File: src/rtl/pipelined_cla_addsub.sv
// pipelined_cla_addsub
//   Pipelined carry-lookahead adder/subtractor with valid/ready handshakes on
//   both sides and C/V/N/Z flags. The operands are split into STAGES segments
//   of SEG = WIDTH/STAGES bits. Each segment is resolved in its own pipeline
//   stage from BLOCK-bit lookahead groups, and the segment carry is registered
//   between stages.
//
//   Optional build macro: CLA_ADDSUB_SAT_EN
//     When defined, a signed overflow clamps the result to the signed limit.
//     flag_v still reports the overflow and flag_c keeps the raw carry.
//
// Ports
//   clk        rising-edge clock
//   clear_n    asynchronous active-low reset
//   in_valid   operand beat valid
//   in_ready   unit can accept a beat this cycle
//   a, b       operands (WIDTH bits)
//   sub        0 = a+b, 1 = a-b
//   out_valid  result beat valid
//   out_ready  consumer accepts result
//   result     sum/difference (WIDTH bits)
//   flag_c     carry out of the MSB (for subtract, 1 = no borrow)
//   flag_v     signed overflow
//   flag_n     result MSB
//   flag_z     result is zero

module pipelined_cla_addsub #(
   parameter int WIDTH  = 32,
   parameter int STAGES = 2,
   parameter int BLOCK  = 4
) (
   input  logic             clk,
   input  logic             clear_n,
   input  logic             in_valid,
   output logic             in_ready,
   input  logic [WIDTH-1:0] a,
   input  logic [WIDTH-1:0] b,
   input  logic             sub,
   output logic             out_valid,
   input  logic             out_ready,
   output logic [WIDTH-1:0] result,
   output logic             flag_c,
   output logic             flag_v,
   output logic             flag_n,
   output logic             flag_z
);

   localparam int SEG  = WIDTH / STAGES;
   localparam int NGRP = SEG / BLOCK;

   // Adds one segment. Group carries and in-group bit carries are both written
   // as flat sum-of-products expressions, so no carry ripples from one group
   // into the next.
   function automatic logic [SEG:0] seg_add(input logic [SEG-1:0] x,
                                            input logic [SEG-1:0] y,
                                            input logic           ci);
      logic [SEG-1:0]  g;
      logic [SEG-1:0]  p;
      logic [SEG-1:0]  cb;
      logic [NGRP-1:0] gg;
      logic [NGRP-1:0] pg;
      logic [NGRP:0]   gc;
      logic            term;
      int              base;
      g  = x & y;
      p  = x ^ y;
      cb = '0;
      gg = '0;
      pg = '0;
      gc = '0;
      for (int grp = 0; grp < NGRP; grp++) begin
         base    = grp * BLOCK;
         gg[grp] = 1'b0;
         pg[grp] = 1'b1;
         for (int i = 0; i < BLOCK; i++) begin
            term = g[base+i];
            for (int m = i + 1; m < BLOCK; m++) term = term & p[base+m];
            gg[grp] = gg[grp] | term;
            pg[grp] = pg[grp] & p[base+i];
         end
      end
      gc[0] = ci;
      for (int j = 0; j < NGRP; j++) begin
         term = ci;
         for (int m = 0; m <= j; m++) term = term & pg[m];
         gc[j+1] = term;
         for (int i = 0; i <= j; i++) begin
            term = gg[i];
            for (int m = i + 1; m <= j; m++) term = term & pg[m];
            gc[j+1] = gc[j+1] | term;
         end
      end
      for (int grp = 0; grp < NGRP; grp++) begin
         base = grp * BLOCK;
         for (int i = 0; i < BLOCK; i++) begin
            term = gc[grp];
            for (int m = 0; m < i; m++) term = term & p[base+m];
            cb[base+i] = term;
            for (int t = 0; t < i; t++) begin
               term = g[base+t];
               for (int m = t + 1; m < i; m++) term = term & p[base+m];
               cb[base+i] = cb[base+i] | term;
            end
         end
      end
      return {gc[NGRP], p ^ cb};
   endfunction

   logic adv;

   // Every stage shifts together on adv; a stalled output freezes the pipe.
   assign adv      = ~(out_valid & ~out_ready);
   assign in_ready = adv;

   for (genvar k = 0; k < STAGES; k++) begin : g_stage
      // acc_q holds the resolved low sum bits with the not-yet-added upper
      // A segments above them; bop_q holds the conditioned B operand.
      logic [WIDTH-1:0] acc_q;
      logic [WIDTH-1:0] bop_q;
      logic             carry_q;
      logic             valid_q;

      logic [WIDTH-1:0] acc_in;
      logic [WIDTH-1:0] bop_in;
      logic             c_in;
      logic             vld_in;
      logic [SEG:0]     seg_sum;
      logic [WIDTH-1:0] acc_nxt;
      logic [WIDTH-1:0] acc_d;

      if (k == 0) begin : g_first
         assign acc_in = a;
         assign bop_in = sub ? ~b : b;
         assign c_in   = sub;
         assign vld_in = in_valid;
      end else begin : g_next
         assign acc_in = g_stage[k-1].acc_q;
         assign bop_in = g_stage[k-1].bop_q;
         assign c_in   = g_stage[k-1].carry_q;
         assign vld_in = g_stage[k-1].valid_q;
      end

      assign seg_sum = seg_add(acc_in[k*SEG +: SEG], bop_in[k*SEG +: SEG], c_in);

      always_comb begin
         acc_nxt                = acc_in;
         acc_nxt[k*SEG +: SEG]  = seg_sum[SEG-1:0];
      end

      if (k == STAGES - 1) begin : g_last
         logic ovf;
         logic fv_q;
         logic fn_q;
         logic fz_q;

         // acc_in's MSB is still operand A's sign here: the top segment is
         // only overwritten by this stage.
         assign ovf = (acc_in[WIDTH-1] == bop_in[WIDTH-1]) &
                      (acc_nxt[WIDTH-1] != acc_in[WIDTH-1]);

`ifdef CLA_ADDSUB_SAT_EN
         always_comb begin
            acc_d = acc_nxt;
            if (ovf) begin
               acc_d = acc_in[WIDTH-1] ? {1'b1, {(WIDTH-1){1'b0}}}
                                       : {1'b0, {(WIDTH-1){1'b1}}};
            end
         end
`else
         assign acc_d = acc_nxt;
`endif

         always_ff @(posedge clk or negedge clear_n) begin
            if (!clear_n) begin
               fv_q <= 1'b0;
               fn_q <= 1'b0;
               fz_q <= 1'b0;
            end else if (adv) begin
               fv_q <= ovf;
               fn_q <= acc_d[WIDTH-1];
               fz_q <= ~|acc_d;
            end
         end
      end else begin : g_mid
         assign acc_d = acc_nxt;
      end

      always_ff @(posedge clk or negedge clear_n) begin
         if (!clear_n) begin
            acc_q   <= '0;
            bop_q   <= '0;
            carry_q <= 1'b0;
            valid_q <= 1'b0;
         end else if (adv) begin
            acc_q   <= acc_d;
            bop_q   <= bop_in;
            carry_q <= seg_sum[SEG];
            valid_q <= vld_in;
         end
      end
   end

   assign out_valid = g_stage[STAGES-1].valid_q;
   assign result    = g_stage[STAGES-1].acc_q;
   assign flag_c    = g_stage[STAGES-1].carry_q;
   assign flag_v    = g_stage[STAGES-1].g_last.fv_q;
   assign flag_n    = g_stage[STAGES-1].g_last.fn_q;
   assign flag_z    = g_stage[STAGES-1].g_last.fz_q;

endmodule

File: config.mk
export PLATFORM = sky130hd
export DESIGN_NAME = pipelined_cla_addsub
export DESIGN_NICKNAME = d
export VERILOG_FILES = /design/src/rtl/pipelined_cla_addsub.sv
export SDC_FILE = /design/constraint.sdc
export NUM_CORES = 1
export LEC_CHECK = 0
export ABC_CLOCK_PERIOD_IN_PS = 2700
export CORE_MARGIN = 2
export CORE_UTILIZATION = 46
export DETAILED_ROUTE_END_ITERATION = 16
export MAX_ROUTING_LAYER = met4
export PLACE_DENSITY = 0.81
export SYNTH_ARGS = -nofsm -noshare
export SYNTH_HDL_FRONTEND = slang
export SYNTH_SLANG_ARGS = --single-unit
File: constraint.sdc
create_clock -name clk -period 2.7 [get_ports clk]
set_input_delay 0.27 -clock clk [delete_from_list [all_inputs] [get_ports clk]]
set_output_delay 0.27 -clock clk [all_outputs]
set_load 0.005 [all_outputs]
==> impl_results.md, run 1 <==
* Share of cells above drive strength 1 at 15.9%
* Hold Path Class: in -> async
* TritonCTS buffer count at 9
* Row cnt at 37
* Initial antenna violation count at 0
* Max_cap viols at 0
* Post-DP Area at 6400 um^2
* Sequential area share after synthesis at 44.2%
* Max Slew Vio Count at 0
* Startpoint types: flop
* Final period util at 108%
* CTS tree: done
* Htree depth at 3
* Main combinational cell family by area after synthesis: simple AND/OR/NAND/NOR gates
* Gr ovfl total at 0
* GRT Overall Usage at a little under a quarter
* Vias in the first global route at 4389
* Global-route wire length before repair at around 20 mm
* Post-Place Worst Slack at -0.556 ns
* Maximum clock path buffer count at 2
* Antenna Violating Nets Remaining at 0
* Maximum vdd drop at approximately 0.32 mV
* DR pass1 iterations at 4
* Synth Area in Compound Gates at 12.2%
* Slew HR at 68.3%
* # DRC at 0
* Register bit total from synthesis at 86
* Nets at 801
* Req. time, crit path at 3.00 ns
* Fmax at roughly 340 MHz
* Fillcell total at just under 800
* Chip Height at around 110 um
* Post-layout minimum cycle time at 2.92 ns
* Synth area leader: dfrtp_1
* Post-DP HPWL at 9.04 mm
* Yosys cell types at 43
* Largest net degree at the start of global routing at 108
* Crit end category: flop
* Power density over cell area at 743 nW/um^2
* Post-Synthesis Cells at 531
* Routed WL at 12.3 mm
* Synth top area cells: dfrtp_1 44%, nand2_1 13%, ha_1 10%
* Largest fanout on the critical path at 4
* # diodes at 0
* Routed wire per std cell at 14.9 um
* Synth Area in Adders at 13.2%
* Overall Power at 0.00515 W
* Post-Syn Area at 4870 um^2
* Final core occ at between 60 and 70%
* Status: complete, but fails checks
* YS warnings at 0
* Root buf cell: clkbuf_8
* Synth top area share at 44.2%
* Clock Latency Late Sink at between 0.3 and 0.4 ns
* Critical Setup Path Class: reg -> reg
* Ports at approximately 110
* Syn Area/Cell at 9.17 um^2
* Via Count at 4253
* Critical Path AT at 3.22 ns
* Final setup fails at 3
* Core Area at around 10000 um^2
* Synth Net Count at 647
* Final Wtd Congestion at 0.895
* DRT iter0 DRCs at 171
* Commonest non-fill, non-tap cell in the layout: nand2_1
* Synth Area in XOR/XNOR at 9.17%
* Hold slack at ~0.4 ns
* Worst-margin pin slew at 0.475 ns
* Post-Synth Simple-Gate Area at about 18%
* Fin worst setup slack at -0.221 ns
* Hold violation total from the final report at 0
* Mux contribution to synthesized area at 0.206%
* Most frequent cells in the layout: 163 x nand2_1, 100 x clkdlybuf4s50_1, 86 x dfrtp_1, 55 x buf_4, 32 x ha_1
* Layout Skew at 0.0119 ns
* RSZ-0062 raised after global routing: true
* Violated checks: negative setup slack
* IO Port Bufs at 106
* Area Overhead vs Synth at 42.2%
* Drt via density at 5.15
* Die X-Extent at ~110 um
* Clock sink count at 86
* Die area at 11400 um^2
* Post-route cell area at approximately 7000 um^2
* Clk slew on worst S/H paths at roughly 0.09 ns
* Leak at 3.25 nW
* Initial Util at 47.2%
synthesized netlist by cell type (all sizes together):
master / instances
nor2b: 1
o31ai: 6
nand3b: 1
nand3: 1
a21o: 9
buf: 17
ha: 40
o211a: 2
mux2i: 1
xnor2: 25
xor2: 26
inv: 15
and3: 2
o21bai: 2
o21ai: 34
or3: 1
o211ai: 3
nand2b: 1
or2: 1
a221oi: 1
fa: 7
or4: 1
dfrtp: 86
nor4: 4
o21a: 11
o221ai: 1
nand2: 164
nand4: 6
nor2: 20
clkbuf: 7
and2: 1
a21oi: 24
a21boi: 1
nor3: 5
nand4bb: 1
a211oi: 2
nor4b: 1
kinds of logic (layout without fill, tap and decap cells):
| family | count (synthesis) | after routing |
|---|---|---|
| AO/OA/AOI/OAI | 96 | 96 |
| XOR/XNOR | 51 | 51 |
| adder cells (fa/ha/maj) | 47 | 47 |
| buffers and inverters | 39 | 198 |
| flip-flops | 86 | 86 |
| multiplexers | 1 | 1 |
| AND/OR/NAND/NOR | 211 | 211 |
final timing paths:
path	slack, ns	depth (start not counted)	endpoint	startpoint
setup / recovery	-0.22	12	flag_z	g_stage[0].acc_q[16]
hold / removal	0.40	2	g_stage[0].acc_q[26]	clear_n
setup reg to reg	-0.22	12	flag_z	g_stage[0].acc_q[16]
hold reg to reg	0.47	2	result[13]	result[13]
max in group asynchronous	1.67	3	result[21]	clear_n
min in group clk	0.43	3	g_stage[0].acc_q[26]	a[26]
cell type report:
type / instances / area (um^2) / area share, %
clock inverters: 6 / 70.1 / 1.01
multi-input cells: 406 / 2780 / 40.1
clock buffers: 10 / 138 / 1.99
inverters: 15 / 56.3 / 0.813
flip-flops and latches: 86 / 2150 / 31.1
well taps: 136 / 170 / 2.46
repair buffers: 167 / 1560 / 22.6
critical path, cell delays in order, from the launching register on:
cell and delay (ns):
dfrtp_1 0.42, ha_4 0.27, a21o_1 0.11, a21oi_2 0.07, o21ai_4 0.24, inv_2 0.07
o21bai_2 0.15, fa_1 0.48, nor4b_2 0.31, nand4_1 0.19, nor4_4 0.30, nand4bb_1 0.13
o21ai_1 0.12
flip-flops by register name, summed over array words and instances (netlist names):
signal           count
g_stage.acc_q       32
out_valid            1
g_stage.carry_q      1
flag_z               1
g_stage.bop_q       16
flag_c               1
flag_v               1
g_stage.valid_q      1
result              32
per-layer routing:
| layer | up-vias | track usage (%) | wire length (um) |
|---|---|---|---|
| met4 | 0 | 9.00 | 214 |
| met3 | 16 | 2.67 | 400 |
| met5 | - | - | 0 |
| li1 | 2070 | - | - |
| met2 | 103 | 40.0 | 6540 |
| met1 | 2064 | 27.3 | 5190 |
what timing repair did:
action / 4_1_cts / 5_1_grt
endpoints found under the setup margin: 4 / 7
hold buffers: 1 / 0
setup buffers: 3 / 9
gates resized for setup: 16 / 24
pin swaps: 11 / 30
endpoints found under the hold margin: 36 / 0
where the power goes:
group	switching [W]	total (W)	internal, W	leakage [nW]
Clock	0.000486	0.000944	0.000457	0.0951
Sequential	0.000255	0.00190	0.00165	1.03
Combinational	0.00101	0.00230	0.00129	2.12
per-stage QoR:
step                instances  TNS [ns]
global route              826    -0.791
CTS                       817    -0.494
finish                    826    -0.452
floorplan                 531   -0.0841
global placement          797     -1.99
detailed placement        797     -2.86
No activity file was read; power rests on OpenSTA's default activity.
==> run 2, diff against run 1 <==
Settings changed: CTS_CLUSTER_SIZE set to 20.
==> results of run 2 <==
Final layout, timing and power as in run 1 (identical DEF).
==> run 3, diff against run 2 <==
Settings changed: CORE_UTILIZATION 46 to 40, PLACE_DENSITY 0.81 to 0.72.
==> run 3 against run 2 <==
The run still ends with negative setup slack left. Count of clock-buffer cells in the layout rose by 3. Die area grew 14%. Design area increased by 1.4%. Sequential power hardly changed. Cell count increased by 0.85%. Hold slack worse by 0.30 ns. Critical endpoint unchanged. Largest cell class unchanged.
==> impl_results.md, run 3 (same netlist as run 1, synthesis figures left out) <==
* Status: complete, but fails checks
* Violated checks: negative setup slack
* Pint at about 0.0037 W
* Initial Util at 40.7%
* RSZ-0062 raised after global routing: true
* Fillcell total at just over 1000
* Hold violation total from the final report at 0
* Slowest cell on crit path: fa_1
* Max Slew Vio Count at 0
* Core Area at roughly 12000 um^2
* Reg power frac at 34.7%
* Initial antenna violation count at 0
* Antenna Violating Nets Remaining at 0
* Row cnt at 40
* Clk slew on worst S/H paths at 0.06 ns
* Critical path's largest stage delay at approximately 0.44 ns
* Leak at ~3.3 nW
* Combinational power share at 42.4%
* Largest fanout on the critical path at 4
* CTS tree: done
* Critical Setup Path Class: reg -> reg
* FF-to-FF Start: g_stage[0].acc_q[26]
* Critical Path AT at 3.21 ns
* Post-layout minimum cycle time at 2.95 ns
* Hold_buf cts at 0
* Commonest non-fill, non-tap cell in the layout: nand2_1
* Routed wire per std cell at 14.7 um
* Die area at 13100 um^2
* Most frequent cells in the layout: 163 x nand2_1, 100 x clkdlybuf4s50_1, 86 x dfrtp_1, 53 x buf_4, 30 x ha_1
* Power density over cell area at 785 nW/um^2
* Vias in the first global route at 4330
* Final Wtd Congestion at around 0.89
* Fmax at 339 MHz
* NetSw at 0.00178 W
* Final setup fails at 2
* DRT iter0 DRCs at 276
* Drt via density at 5.13
* Via Count at about 4300
* Reg2Reg Depth at 12
* Nets at 797
* Clock sink count at 86
* Critical Path, Cell by Cell: ha_1 -> nand2_2 -> buf_4 -> nor3_2 -> a21boi_4 -> inv_2 -> fa_1 -> nor4b_2 -> nand4_1 -> nor4_2 -> nand4bb_1 -> o21ai_1
* Worst path top cell family by delay: simple AND/OR/NAND/NOR gates
* # DRC at 0
* Max_cap viols at 0
* Setup_tns at -0.280 ns
* Chip Height at 114 um
* Clock power frac at between 20% and 30%
* Maximum clock path buffer count at 2
* Clock Latency Late Sink at 0.35 ns
* Root buf cell: clkbuf_16
* Post-route cell area at between 7000 and 8000 um^2
* DR pass1 iterations at 7
* Crit end category: flop
* Maximum vdd drop at ~0.37 mV
* Ports at 107
* Post-DP HPWL at around 8.6 mm
* IO Port Bufs at 106
* Final core occ at 58.7%
* Buf/Inv on CP at 2
* Startpoint types: flop
* Largest net degree at the start of global routing at about 110
* Slack of the worst reg-to-reg path at -0.25 ns
* # diodes at 0
* Sw Ratio at between 30 and 40%
* Worst-margin pin slew at about 1.1 ns
* Layout Skew at 0.00779 ns
* Final period util at 109%
* Req. time, crit path at 2.97 ns
* Gr ovfl total at 0
* Post-DP Area at 6360 um^2
* Die X-Extent at around 110 um
* Htree depth at 3
* R2R Path End: flag_z
* Area Overhead vs Synth at 44.2%
* Hold Path Class: in -> async
* Fin worst setup slack at -0.246 ns
* GRT Overall Usage at ~20%
* Global-route wire length before repair at between 15 and 20 mm
* TritonCTS buffer count at 9
* Routed WL at 12.2 mm
* Share of cells above drive strength 1 at between 10% and 20%
* Slew HR at roughly 27%
-- run 3: per-layer routing --
| layer | up-vias | track usage (%) | wire [um] |
|---|---|---|---|
| met1 | 2069 | 23.5 | 5170 |
| met4 | 0 | 8.62 | 360 |
| li1 | 2067 | - | - |
| met2 | 110 | 33.4 | 6250 |
| met3 | 28 | 3.28 | 464 |
| met5 | - | - | 0 |
-- run 3: per-stage QoR --
stage / setup slack, ns / cells / hold WS, ns / total power, W
finish: -0.246 / 833 / 0.0971 / 0.00551
global route: -0.411 / 833 / 0.230 / 0.00586
CTS: -0.214 / 830 / 0.176 / 0.00541
detailed placement: -0.560 / 803 / 0.455 / 0.00397
global placement: -0.581 / 803 / 0.444 / 0.00388
floorplan: -0.0841 / 531 / -0.0256 / 0.00288
-- run 3: layout make-up --
type	count	area [um^2]	share of cell area, %
multi-input combinational	406	2810	40.1
sequential	86	2150	30.7
timing repair buffer	163	1510	21.5
clock inverter	3	42.5	0.606
clock buffer	13	260	3.71
inverter	15	56.3	0.802
tap	147	184	2.62
-- run 3: how the worst max path moves through the flow --
stage	startpoint	end	depth (start not counted)
6_report	g_stage[0].acc_q[26]	flag_z	12
5_1_grt	g_stage[0].acc_q[26]	flag_z	12
4_1_cts	g_stage[0].bop_q[16]	flag_z	12
3_3_place_gp	g_stage[0].acc_q[16]	flag_z	12
3_5_place_dp	g_stage[0].acc_q[23]	flag_z	12
2_1_floorplan	sub	g_stage[0].acc_q[15]	14
-- run 3: power groups by stage --
stage	combinational (W)	clock (W)	sequential [W]
global placement	0.00199	0	0.00189
detailed placement	0.00205	0	0.00191
finish	0.00234	0.00126	0.00191
CTS	0.00223	0.00127	0.00191
floorplan	0.000996	0	0.00188
global route	0.00256	0.00133	0.00196
-- run 3: repair_timing --
| item | in CTS | in global routing |
|---|---|---|
| pin swaps | 29 | 31 |
| resized for setup | 23 | 27 |
| buffers inserted | 11 | 3 |
| endpoints found under the setup margin | 7 | 9 |
